## config.mk

```make
export PLATFORM = sky130hd
export DESIGN_NAME = manchester_frame_rx
export DESIGN_NICKNAME = d
export VERILOG_FILES = /design/src/rtl/manchester_pkg.sv /design/src/rtl/manchester_edge_detect.sv /design/src/rtl/manchester_frame_rx.sv
export SDC_FILE = /design/constraint.sdc
export NUM_CORES = 1
export LEC_CHECK = 0
export CAP_MARGIN = 25
export CORE_MARGIN = 5
export CORE_UTILIZATION = 35
export CTS_CLUSTER_SIZE = 30
export DETAILED_ROUTE_END_ITERATION = 7
export GPL_ROUTABILITY_DRIVEN = 0
export GPL_TIMING_DRIVEN = 0
export PLACE_DENSITY = 0.65
export SKIP_CTS_REPAIR_TIMING = 1
export SLEW_MARGIN = 20
export SYNTH_ARGS = -nofsm -noshare
export SYNTH_HDL_FRONTEND = slang
export SYNTH_SLANG_ARGS = --single-unit
```

## constraint.sdc

```tcl
create_clock -name clk -period 3.1 [get_ports clk]
set_input_delay 0.62 -clock clk [delete_from_list [all_inputs] [get_ports clk]]
set_output_delay 0.62 -clock clk [all_outputs]
set_load 0.03 [all_outputs]
```

## src/rtl/manchester_pkg.sv

```systemverilog
// Shared definitions for the Manchester encoder / frame receiver pair.
//   mch_state_t   : receiver framing FSM states
//   ONE_IS_RISING : line polarity; a logic 1 is a low->high mid-bit transition
package manchester_pkg;

  typedef enum logic [1:0] {
    ST_IDLE = 2'd0,  // waiting for any line activity
    ST_HUNT = 2'd1,  // bit-locked, searching for the sync word
    ST_DATA = 2'd2   // inside a frame, assembling payload bytes
  } mch_state_t;

  // Polarity shared with manchester_encoder: 1 = rising edge at mid-bit,
  // 0 = falling edge at mid-bit.
  localparam logic ONE_IS_RISING = 1'b1;

endpackage

```

## src/rtl/manchester_edge_detect.sv

```systemverilog
// Two-flop synchronizer for the raw Manchester line plus edge pulses.
//   clk, rst  : clock, asynchronous active-low reset
//   line      : raw line, asynchronous to clk
//   rise      : synchronized line went 0 -> 1 this cycle
//   fall      : synchronized line went 1 -> 0 this cycle
//   any_edge  : rise | fall
module manchester_edge_detect (
  input  logic clk,
  input  logic rst,
  input  logic line,
  output logic rise,
  output logic fall,
  output logic any_edge
);

  logic sync1_q;
  logic sync2_q;
  logic prev_q;

  // NOTE: the synchronizer resets to 1, the idle line level, so releasing
  // reset on a quiet line never manufactures a spurious edge.
  always_ff @(posedge clk or negedge rst) begin
    if (!rst) begin
      sync1_q <= 1'b1;
      sync2_q <= 1'b1;
      prev_q  <= 1'b1;
    end else begin
      // NOTE: non-blocking assignments make every flop sample the previous
      // value of its neighbour, which is what forms the shift chain.
      sync1_q <= line;
      sync2_q <= sync1_q;
      prev_q  <= sync2_q;
    end
  end

  assign rise     = sync2_q & ~prev_q;
  assign fall     = ~sync2_q & prev_q;
  assign any_edge = rise | fall;

endmodule

```

## src/rtl/manchester_frame_rx.sv

```systemverilog
// Oversampling Manchester frame receiver.
// Recovers bit timing from mid-bit transitions, hunts for SYNC_WORD and
// assembles the following payload bits (MSB first) into bytes, delivered on a
// single-register valid/ready stream with end-of-frame marking.
//   clk, rst      : clock, asynchronous active-low reset
//   manchester_in : raw line, asynchronous to clk
//   m_data/m_last : received byte / final byte of its frame
//   m_valid       : m_data/m_last valid; accepted when m_valid && m_ready
//   m_ready       : consumer ready
//   in_frame      : high from sync match until frame end
//   frame_err     : one-cycle pulse on code violation or truncated final byte
//   overrun       : one-cycle pulse when a byte is dropped (output busy)
module manchester_frame_rx
  import manchester_pkg::*;
#(
  parameter int         OVS       = 8,
  parameter logic [7:0] SYNC_WORD = 8'hD5
) (
  input  logic       clk,
  input  logic       rst,
  input  logic       manchester_in,
  output logic [7:0] m_data,
  output logic       m_valid,
  input  logic       m_ready,
  output logic       m_last,
  output logic       in_frame,
  output logic       frame_err,
  output logic       overrun
);

  localparam int              PH_W   = $clog2(5 * OVS / 4 + 2);
  localparam logic [PH_W-1:0] PH_QTR = PH_W'(OVS / 4);
  localparam logic [PH_W-1:0] PH_MID = PH_W'(3 * OVS / 4);
  localparam logic [PH_W-1:0] PH_TMO = PH_W'(5 * OVS / 4);

  logic rise, fall, any_edge;

  manchester_edge_detect u_edge (
    .clk      (clk),
    .rst      (rst),
    .line     (manchester_in),
    .rise     (rise),
    .fall     (fall),
    .any_edge (any_edge)
  );

  // ---------------------------------------------------------------- state
  mch_state_t      state_q, state_d;
  logic [PH_W-1:0] phase_q, phase_d;
  logic [7:0]      shreg_q, shreg_d;
  logic [2:0]      bit_cnt_q, bit_cnt_d;
  logic [7:0]      stg_data_q, stg_data_d;
  logic            stg_valid_q, stg_valid_d;
  logic            in_frame_d, frame_err_d, overrun_d;
  logic [7:0]      m_data_d;
  logic            m_valid_d, m_last_d;

  // phase_q holds the clocks completed since the last accepted edge; the
  // current cycle is one more, so an edge exactly one bit later sees
  // elapsed == OVS.
  logic [PH_W-1:0] elapsed;
  logic            bit_val;
  logic            mid_edge, violation, timeout;
  logic [7:0]      shifted;
  logic            push, push_last, accept;
  logic [7:0]      push_data;

  assign elapsed   = phase_q + PH_W'(1);
  assign bit_val   = ONE_IS_RISING ? rise : fall;
  assign mid_edge  = any_edge && (elapsed >= PH_MID);
  assign violation = any_edge && (elapsed < PH_QTR);
  assign timeout   = !any_edge && (elapsed == PH_TMO);
  assign shifted   = {shreg_q[6:0], bit_val};

  always_comb begin
    // NOTE: every variable gets a default before the case so no path leaves
    // one unassigned, which would infer a latch.
    state_d     = state_q;
    phase_d     = (phase_q == PH_TMO) ? phase_q : phase_q + PH_W'(1);
    shreg_d     = shreg_q;
    bit_cnt_d   = bit_cnt_q;
    stg_data_d  = stg_data_q;
    stg_valid_d = stg_valid_q;
    in_frame_d  = in_frame;
    frame_err_d = 1'b0;
    push        = 1'b0;
    push_data   = stg_data_q;
    push_last   = 1'b0;

    unique case (state_q)
      ST_IDLE: begin
        // First edge is taken as mid-bit purely to seed the phase counter.
        if (any_edge) begin
          phase_d = '0;
          shreg_d = '0;
          state_d = ST_HUNT;
        end
      end

      ST_HUNT: begin
        if (mid_edge) begin
          phase_d = '0;
          shreg_d = shifted;
          if (shifted == SYNC_WORD) begin
            state_d    = ST_DATA;
            bit_cnt_d  = '0;
            in_frame_d = 1'b1;
          end
        end else if (violation || timeout) begin
          state_d = ST_IDLE;
        end
      end

      ST_DATA: begin
        if (mid_edge) begin
          phase_d   = '0;
          shreg_d   = shifted;
          bit_cnt_d = bit_cnt_q + 3'd1;
          if (bit_cnt_q == 3'd7) begin
            // A completed byte waits in staging until we know whether it
            // is the last one; the one it displaces is therefore not last.
            push        = stg_valid_q;
            push_last   = 1'b0;
            stg_data_d  = shifted;
            stg_valid_d = 1'b1;
          end
        end else if (violation || timeout) begin
          push        = stg_valid_q;
          push_last   = 1'b1;
          stg_valid_d = 1'b0;
          frame_err_d = violation || !stg_valid_q || (bit_cnt_q != 3'd0);
          in_frame_d  = 1'b0;
          state_d     = ST_IDLE;
        end
      end

      default: state_d = ST_IDLE;
    endcase
  end

  // Single output register: a push lands only if the slot is free now or is
  // being emptied by a handshake this very cycle.
  always_comb begin
    accept    = push && (!m_valid || m_ready);
    m_valid_d = m_valid && !m_ready;
    m_data_d  = m_data;
    m_last_d  = m_last;
    if (accept) begin
      m_valid_d = 1'b1;
      m_data_d  = push_data;
      m_last_d  = push_last;
    end
    overrun_d = push && !accept;
  end

  always_ff @(posedge clk or negedge rst) begin
    if (!rst) begin
      state_q     <= ST_IDLE;
      phase_q     <= '0;
      shreg_q     <= '0;
      bit_cnt_q   <= '0;
      stg_data_q  <= '0;
      stg_valid_q <= 1'b0;
      in_frame    <= 1'b0;
      frame_err   <= 1'b0;
      overrun     <= 1'b0;
      m_valid     <= 1'b0;
      m_data      <= '0;
      m_last      <= 1'b0;
    end else begin
      state_q     <= state_d;
      phase_q     <= phase_d;
      shreg_q     <= shreg_d;
      bit_cnt_q   <= bit_cnt_d;
      stg_data_q  <= stg_data_d;
      stg_valid_q <= stg_valid_d;
      in_frame    <= in_frame_d;
      frame_err   <= frame_err_d;
      overrun     <= overrun_d;
      m_valid     <= m_valid_d;
      m_data      <= m_data_d;
      m_last      <= m_last_d;
    end
  end

endmodule

```

Yosys cells after proc, flatten, opt, wreduce, memory -nomap -nowiden
Index checks and enable logic that the tools add are counted.
{"block": "totals", "ff_bits": 41, "in_bits": 4, "output_inout_bits": 13, "word_cells": 101}
{"block": "classes", "n_addsub": 2, "n_lt_le_gt_ge": 2, "n_eq_ne": 15, "n_mux": 35, "n_bitwise": 5, "n_reduce_logical": 27}
{"operator": "1-bit two-way mux", "n": 17}
{"operator": "7-bit two-way mux", "n": 2}
{"operator": "7-bit one-hot mux with 2 select lines", "n": 1}
{"operator": "4-bit two-way mux", "n": 3}
{"operator": "2-bit != test (second input constant)", "n": 6}
{"operator": "3-bit AND reduction", "n": 4}
{"operator": "2-bit two-way mux", "n": 5}
{"operator": "3-bit two-way mux", "n": 3}
{"operator": "4-bit == test (second input constant)", "n": 2}
{"operator": "8-bit == test (second input constant)", "n": 1}
{"operator": "4-bit one-hot mux with 2 select lines", "n": 1}
{"operator": "1-bit logical AND", "n": 6}
{"operator": "2-bit one-hot mux with 3 select lines", "n": 1}
{"operator": "3-bit one-hot mux with 2 select lines", "n": 1}
{"operator": "2-bit nonzero test", "n": 3}
{"operator": "1-bit logical NOT", "n": 5}
{"operator": "5-bit AND reduction", "n": 1}
{"operator": "4-bit by 1-bit adder with 4-bit output (second input constant)", "n": 1}
{"operator": "4-bit by 3-bit greater-or-equal comparator with 1-bit output (second input constant)", "n": 1}
{"operator": "1-bit logical OR", "n": 4}
{"operator": "4-bit by 2-bit < comparator with 1-bit output (second input constant)", "n": 1}
{"operator": "2-bit by 1-bit != test with 1-bit output (second input constant)", "n": 2}
{"operator": "4-bit AND reduction", "n": 1}
{"operator": "3-bit by 1-bit adder with 3-bit output (second input constant)", "n": 1}
{"operator": "other kinds (11)", "n": 13}

Logic depth before layout (Yosys ltp)
{"block": "logic_depth", "ltp_word": 12, "mapped_depth": 8, "ltp_nobuf": 7}

Modules after synthesis
A second synthesis with hierarchy kept.
{"block": "unflattened", "hier_cells": 171, "area_unflattened_um2": 2124.5}
{"module": "manchester_frame_rx", "n_inst": 1, "cells_per_inst": 163, "area_each_um2": 2009.4, "seq_area_each_um2": 950.9}
{"module": "manchester_edge_detect", "n_inst": 1, "cells_per_inst": 8, "area_each_um2": 115.1, "seq_area_each_um2": 78.8}

Least setup slack after synthesis
No wires, ideal clock.
{"block": "synth_timing", "kind": "reg-to-reg", "startpoint": "register phase_q[0]", "endpoint": "register shreg_q[1]", "setup_time_ns": 0.121, "t_arrival_ns": 2.145, "t_required_ns": 2.979, "setup_slack_ns": 0.834, "stages_incl_launch_ff": 9, "n_path_buf": 1, "synth_period_minus_slack_ns": 2.266, "path_cell_list": "dfrtp_1 inv_1 ha_1 nor2b_1 or2_1 a21oi_1 buf_2 mux2_2 a22o_1"}
{"block": "synth_between", "elab_chain_len": 5}
{"element": "start: declaration", "line_no": "manchester_frame_rx.sv:49", "text": "logic [PH_W-1:0] phase_q, phase_d;"}
{"element": "start signal: assignment", "line_no": "manchester_frame_rx.sv:172", "text": "phase_q <= phase_d;"}
{"element": "4-bit by 1-bit adder with 4-bit output", "line_no": "manchester_frame_rx.sv:68", "text": "assign elapsed = phase_q + PH_W'(1);"}
{"element": "4-bit by 3-bit greater-or-equal comparator with 1-bit output", "line_no": "manchester_frame_rx.sv:70", "text": "assign mid_edge = any_edge && (elapsed >= PH_MID);"}
{"element": "1-bit logical AND", "line_no": "manchester_frame_rx.sv:70"}
{"element": "2-bit by 1-bit != test with 1-bit output (no source line)"}
{"element": "3-bit AND reduction (no source line)"}
{"element": "end signal: assignment", "line_no": "manchester_frame_rx.sv:173", "text": "shreg_q <= shreg_d;"}
{"element": "end: declaration", "line_no": "manchester_frame_rx.sv:50", "text": "logic [7:0] shreg_q, shreg_d;"}
Every way passes these cells.
A chain may end at the register's enable or synchronous reset.

Final worst setup path
{"block": "layout_timing", "startpoint": "register phase_q[0]", "endpoint": "register m_data[7]"}
{"block": "layout_between", "elab_chain_len": 8, "word_cells_on_any_way": 12, "cone_classes": "1 x add/sub; 2 x order compare; 1 x eq/ne; 3 x mux; 5 x reduce/logical"}
{"element": "4-bit by 1-bit adder with 4-bit output (*)", "line_no": "manchester_frame_rx.sv:68"}
{"element": "4-bit by 2-bit < comparator with 1-bit output or 4-bit == test (tied branches)", "line_no": "manchester_frame_rx.sv:71, manchester_frame_rx.sv:72"}
{"element": "1-bit logical AND, on equally long branches", "line_no": "manchester_frame_rx.sv:71, manchester_frame_rx.sv:72"}
{"element": "1-bit logical OR", "line_no": "manchester_frame_rx.sv:127", "text": "end else if (violation || timeout) begin"}
{"element": "1-bit two-way mux", "line_no": "manchester_frame_rx.sv:127"}
{"element": "1-bit two-way mux (*)", "line_no": "manchester_frame_rx.sv:115", "text": "if (mid_edge) begin"}
{"element": "1-bit two-way mux (*)", "line_no": "manchester_frame_rx.sv:90", "text": "unique case (state_q)"}
{"element": "1-bit logical AND (*)", "line_no": "manchester_frame_rx.sv:144", "text": "accept = push && (!m_valid || m_ready);"}
{"element": "end signal: assignment", "line_no": "manchester_frame_rx.sv:181", "text": "m_data <= m_data_d;"}
{"element": "end: declaration", "line_no": "manchester_frame_rx.sv:22", "text": "output logic [7:0] m_data,"}
Mark *: on every way between the ends. The rest lies on a longest branch, timed or not.

==> results.md <==
* CTS Root Buffer Type: clkbuf_8
* Vias in the first global route at between 1000 and 1500
* Num CTS Buffers at 5
* CTS Sinks at 41
* Setup Total Neg Slack at 0 ns
* WS Path Type: flop to flop
* Grt ovf at 0
* Ys Warns at 0
* I/O pins at 17
* Iteration-0 DRC Markers at 18
* Max-cap violations at 0
* Worst setup SP type: flop
* Synth Instances at around 160
* Fmax at approximately 0.39 GHz
* Initial antenna violation count at 0
* Synth Area per Inst at ~13 um^2
* Fin area at 2360 um^2
* RSZ-0062 raised after global routing: no
* #FFs+latches synth at between 40 and 50
* First-pass DRT Iterations at 4
* Post-synth ARST share at 1.00
* Vias/cell at around 5
* Number of synthesized flops with an enable pin at 0
* Row cnt at 27
* Met2 usage at 0.147
* Synth cell types at 41
* Largest stage delay, worst path at 0.49 ns
* Sequential element share of the synthesized area at 0.516
* Total GRT Usage at 0.104
* Core area at roughly 5500 um^2
* Antenna-violating nets left at 0
* Slew Viols, Final at 0
* Largest fanout on the critical path at 8
* Final period util at 0.817
* Setup violators final at 0
* Fraction of layout cells with a size suffix above 1 at 0.246
* Placed instance area at roughly 2300 um^2
* Global-route wire length before repair at around 6.0 mm
* Pwr Density at roughly 670 nW/um^2
* DRC violations left at 0
* Clk slew on worst S/H paths at 0.08 ns
* Met1 usage at 0.144
* Fin util at 0.429
* Nets at between 150 and 200
* Layer carrying the most global-route usage: met2
* TritonCTS clock tree: built
* Final WL at approximately 3.4 mm
* Critical Path AT at 2.72 ns
* Hold Path Class: input pin to async pin
* Clk buf depth at 2
* Net Count, Synth at roughly 170
* Critical path required time at ~3.3 ns
* Buffers on Ports at 16
* Via count at 1262
* H-Tree Depth at 2
* Antenna Cells at 0
* Critical path, cell by cell: ha_1 > xnor2_1 > nand3_1 > mux2_2 > o31ai_4 > mux2_2
* Met3 usage at 0.0272
* Largest net degree at the start of global routing at 22
* Slew HR at 0.625
* Worst-margin pin slew at 0.559 ns
* DIE AREA at 7310 um^2
* CP max-delay cell: o31ai_4
* Status: finished clean
* Main synth FF type: dfrtp_1
* Cell mode on critical path: mux2_2
* Starting Density at 0.362
* Fin crit period at around 2.5 ns
* Hold Vio Cnt, Final at 0
* Area delta synth->final at 18.5%
* Final setup skew at 0.00244 ns
* Avg WL per Cell at 13.3 um
* Later-pin clock latency in the skew report at ~0.29 ns
* Lkg Pwr at approximately 0.0011 uW
* HPWL after DPL at roughly 2.5 mm
* Die width at approximately 85 um
* Synthesized area at roughly 2000 um^2
* Crit. End Element: flop
* Worst VDD drop at roughly 0.00022 V
* Die Y-Extent at roughly 85 um
==> routing by layer <==
layer | up-vias | wire length [um]
met5 | - | 0
met4 | 0 | 80
met3 | 5 | 146
met2 | 23 | 1480
met1 | 612 | 1690
li1 | 622 | -
==> layout make-up <==
type | instances | area [um^2]
plain buffers | 3 | 12.5
clock inverters | 2 | 13.8
clock buffers | 6 | 82.6
multi-input cells | 103 | 911
flip-flops and latches | 41 | 1030
inverters | 11 | 41.3
repair buffers | 17 | 183
fillers | 516 | 3140
well taps | 72 | 90.1
==> kinds of logic (layout without fill, tap and decap cells) <==
family                     Yosys count  after routing  share of synthesized area
AOI/OAI and AO/OA                   32             32                      0.138
xor gates and xnor gates             4              4                     0.0213
adders and majority gates           11             11                     0.0690
buffers and inverters               14             39                     0.0270
DFF                                 41             41                      0.516
muxes                               26             26                      0.146
and+or+nand+nor                     30             30                     0.0822
==> layout by cell type (no fill, tap or decap), types with 2 or more instances in the layout <==
master / n
xnor2_1: 3
nor2_1: 7
a221oi_1: 2
a211oi_1: 2
clkbuf_8: 6
dfrtp_1: 38
clkdlybuf4s50_1: 15
nand4_1: 2
inv_1: 11
buf_2: 2
clkbuf_1: 2
a22o_1: 9
nand3b_1: 2
ha_1: 11
nor3_1: 3
a21oi_1: 3
dfstp_2: 3
mux2_2: 25
nand2_1: 6
nand3_1: 2
o21ai_0: 4
==> sequential cells by signal, summed over array words and instances, names as in the netlist <==
signal,flops
state_q,2
m_valid,1
m_data,8
overrun,1
u_edge.sync2_q,1
bit_cnt_q,3
stg_valid_q,1
phase_q,4
m_last,1
in_frame,1
u_edge.prev_q,1
u_edge.sync1_q,1
push_data,8
frame_err,1
shreg_q,7
==> stage by stage <==
stage                     setup WS, ns  hold slack [ns]  total power [uW]  instances
after floorplan                  0.834            0.324              1080        158
after global placement           0.383            0.346              1210        246
after detailed placement         0.578            0.347              1220        247
after CTS                        0.561            0.289              1600        255
after global routing             0.378            0.324              1690        255
final                            0.567            0.283              1580        255
==> critical path, delay by kind of cell, from the launching register on <==
family | cells | cell delay (ns)
xor gates and xnor gates | 1 | 0.34
DFF | 1 | 0.45
and+or+nand+nor | 1 | 0.18
muxes | 2 | 0.72
adders and majority gates | 1 | 0.23
AOI/OAI and AO/OA | 1 | 0.49
==> final timing paths <==
check | endpoint | slack (ns) | cells past startpoint | from
min in group clk | u_edge.sync2_q$_DFF_PN1_ | 0.36 | 0 | u_edge.sync1_q$_DFF_PN1_
worst min-delay path | m_data[4]$_DFFE_PN0P_ | 0.28 | 1 | rst
worst max-delay path | m_data[7]$_DFFE_PN0P_ | 0.57 | 6 | phase_q[0]$_DFF_PN0_
worst max register to register | m_data[7]$_DFFE_PN0P_ | 0.57 | 6 | phase_q[0]$_DFF_PN0_
worst min register to register | u_edge.sync2_q$_DFF_PN1_ | 0.36 | 0 | u_edge.sync1_q$_DFF_PN1_
max in group asynchronous | bit_cnt_q[2]$_DFFE_PN0P_ | 2.35 | 2 | rst
==> power breakdown <==
part           total, uW  switching, uW  internal, uW
registers            672           71.8           600
logic                540            305           236
clock network        364            184           180
total               1580            560          1020
==> synthesized netlist by cell type (3+ instances only) <==
master   number  area [um^2]
a22o_1        9         78.8
inv_1        11         41.3
nor3_1        3         15.0
o21ai_0       4         20.0
dfrtp_1      38          951
a21oi_1       3         15.0
mux2_2       25          282
dfstp_2       3         78.8
xnor2_1       3         26.3
nor2_1        7         26.3
ha_1         11          138
nand2_1       6         22.5
(Power assumes the default switching activity.)
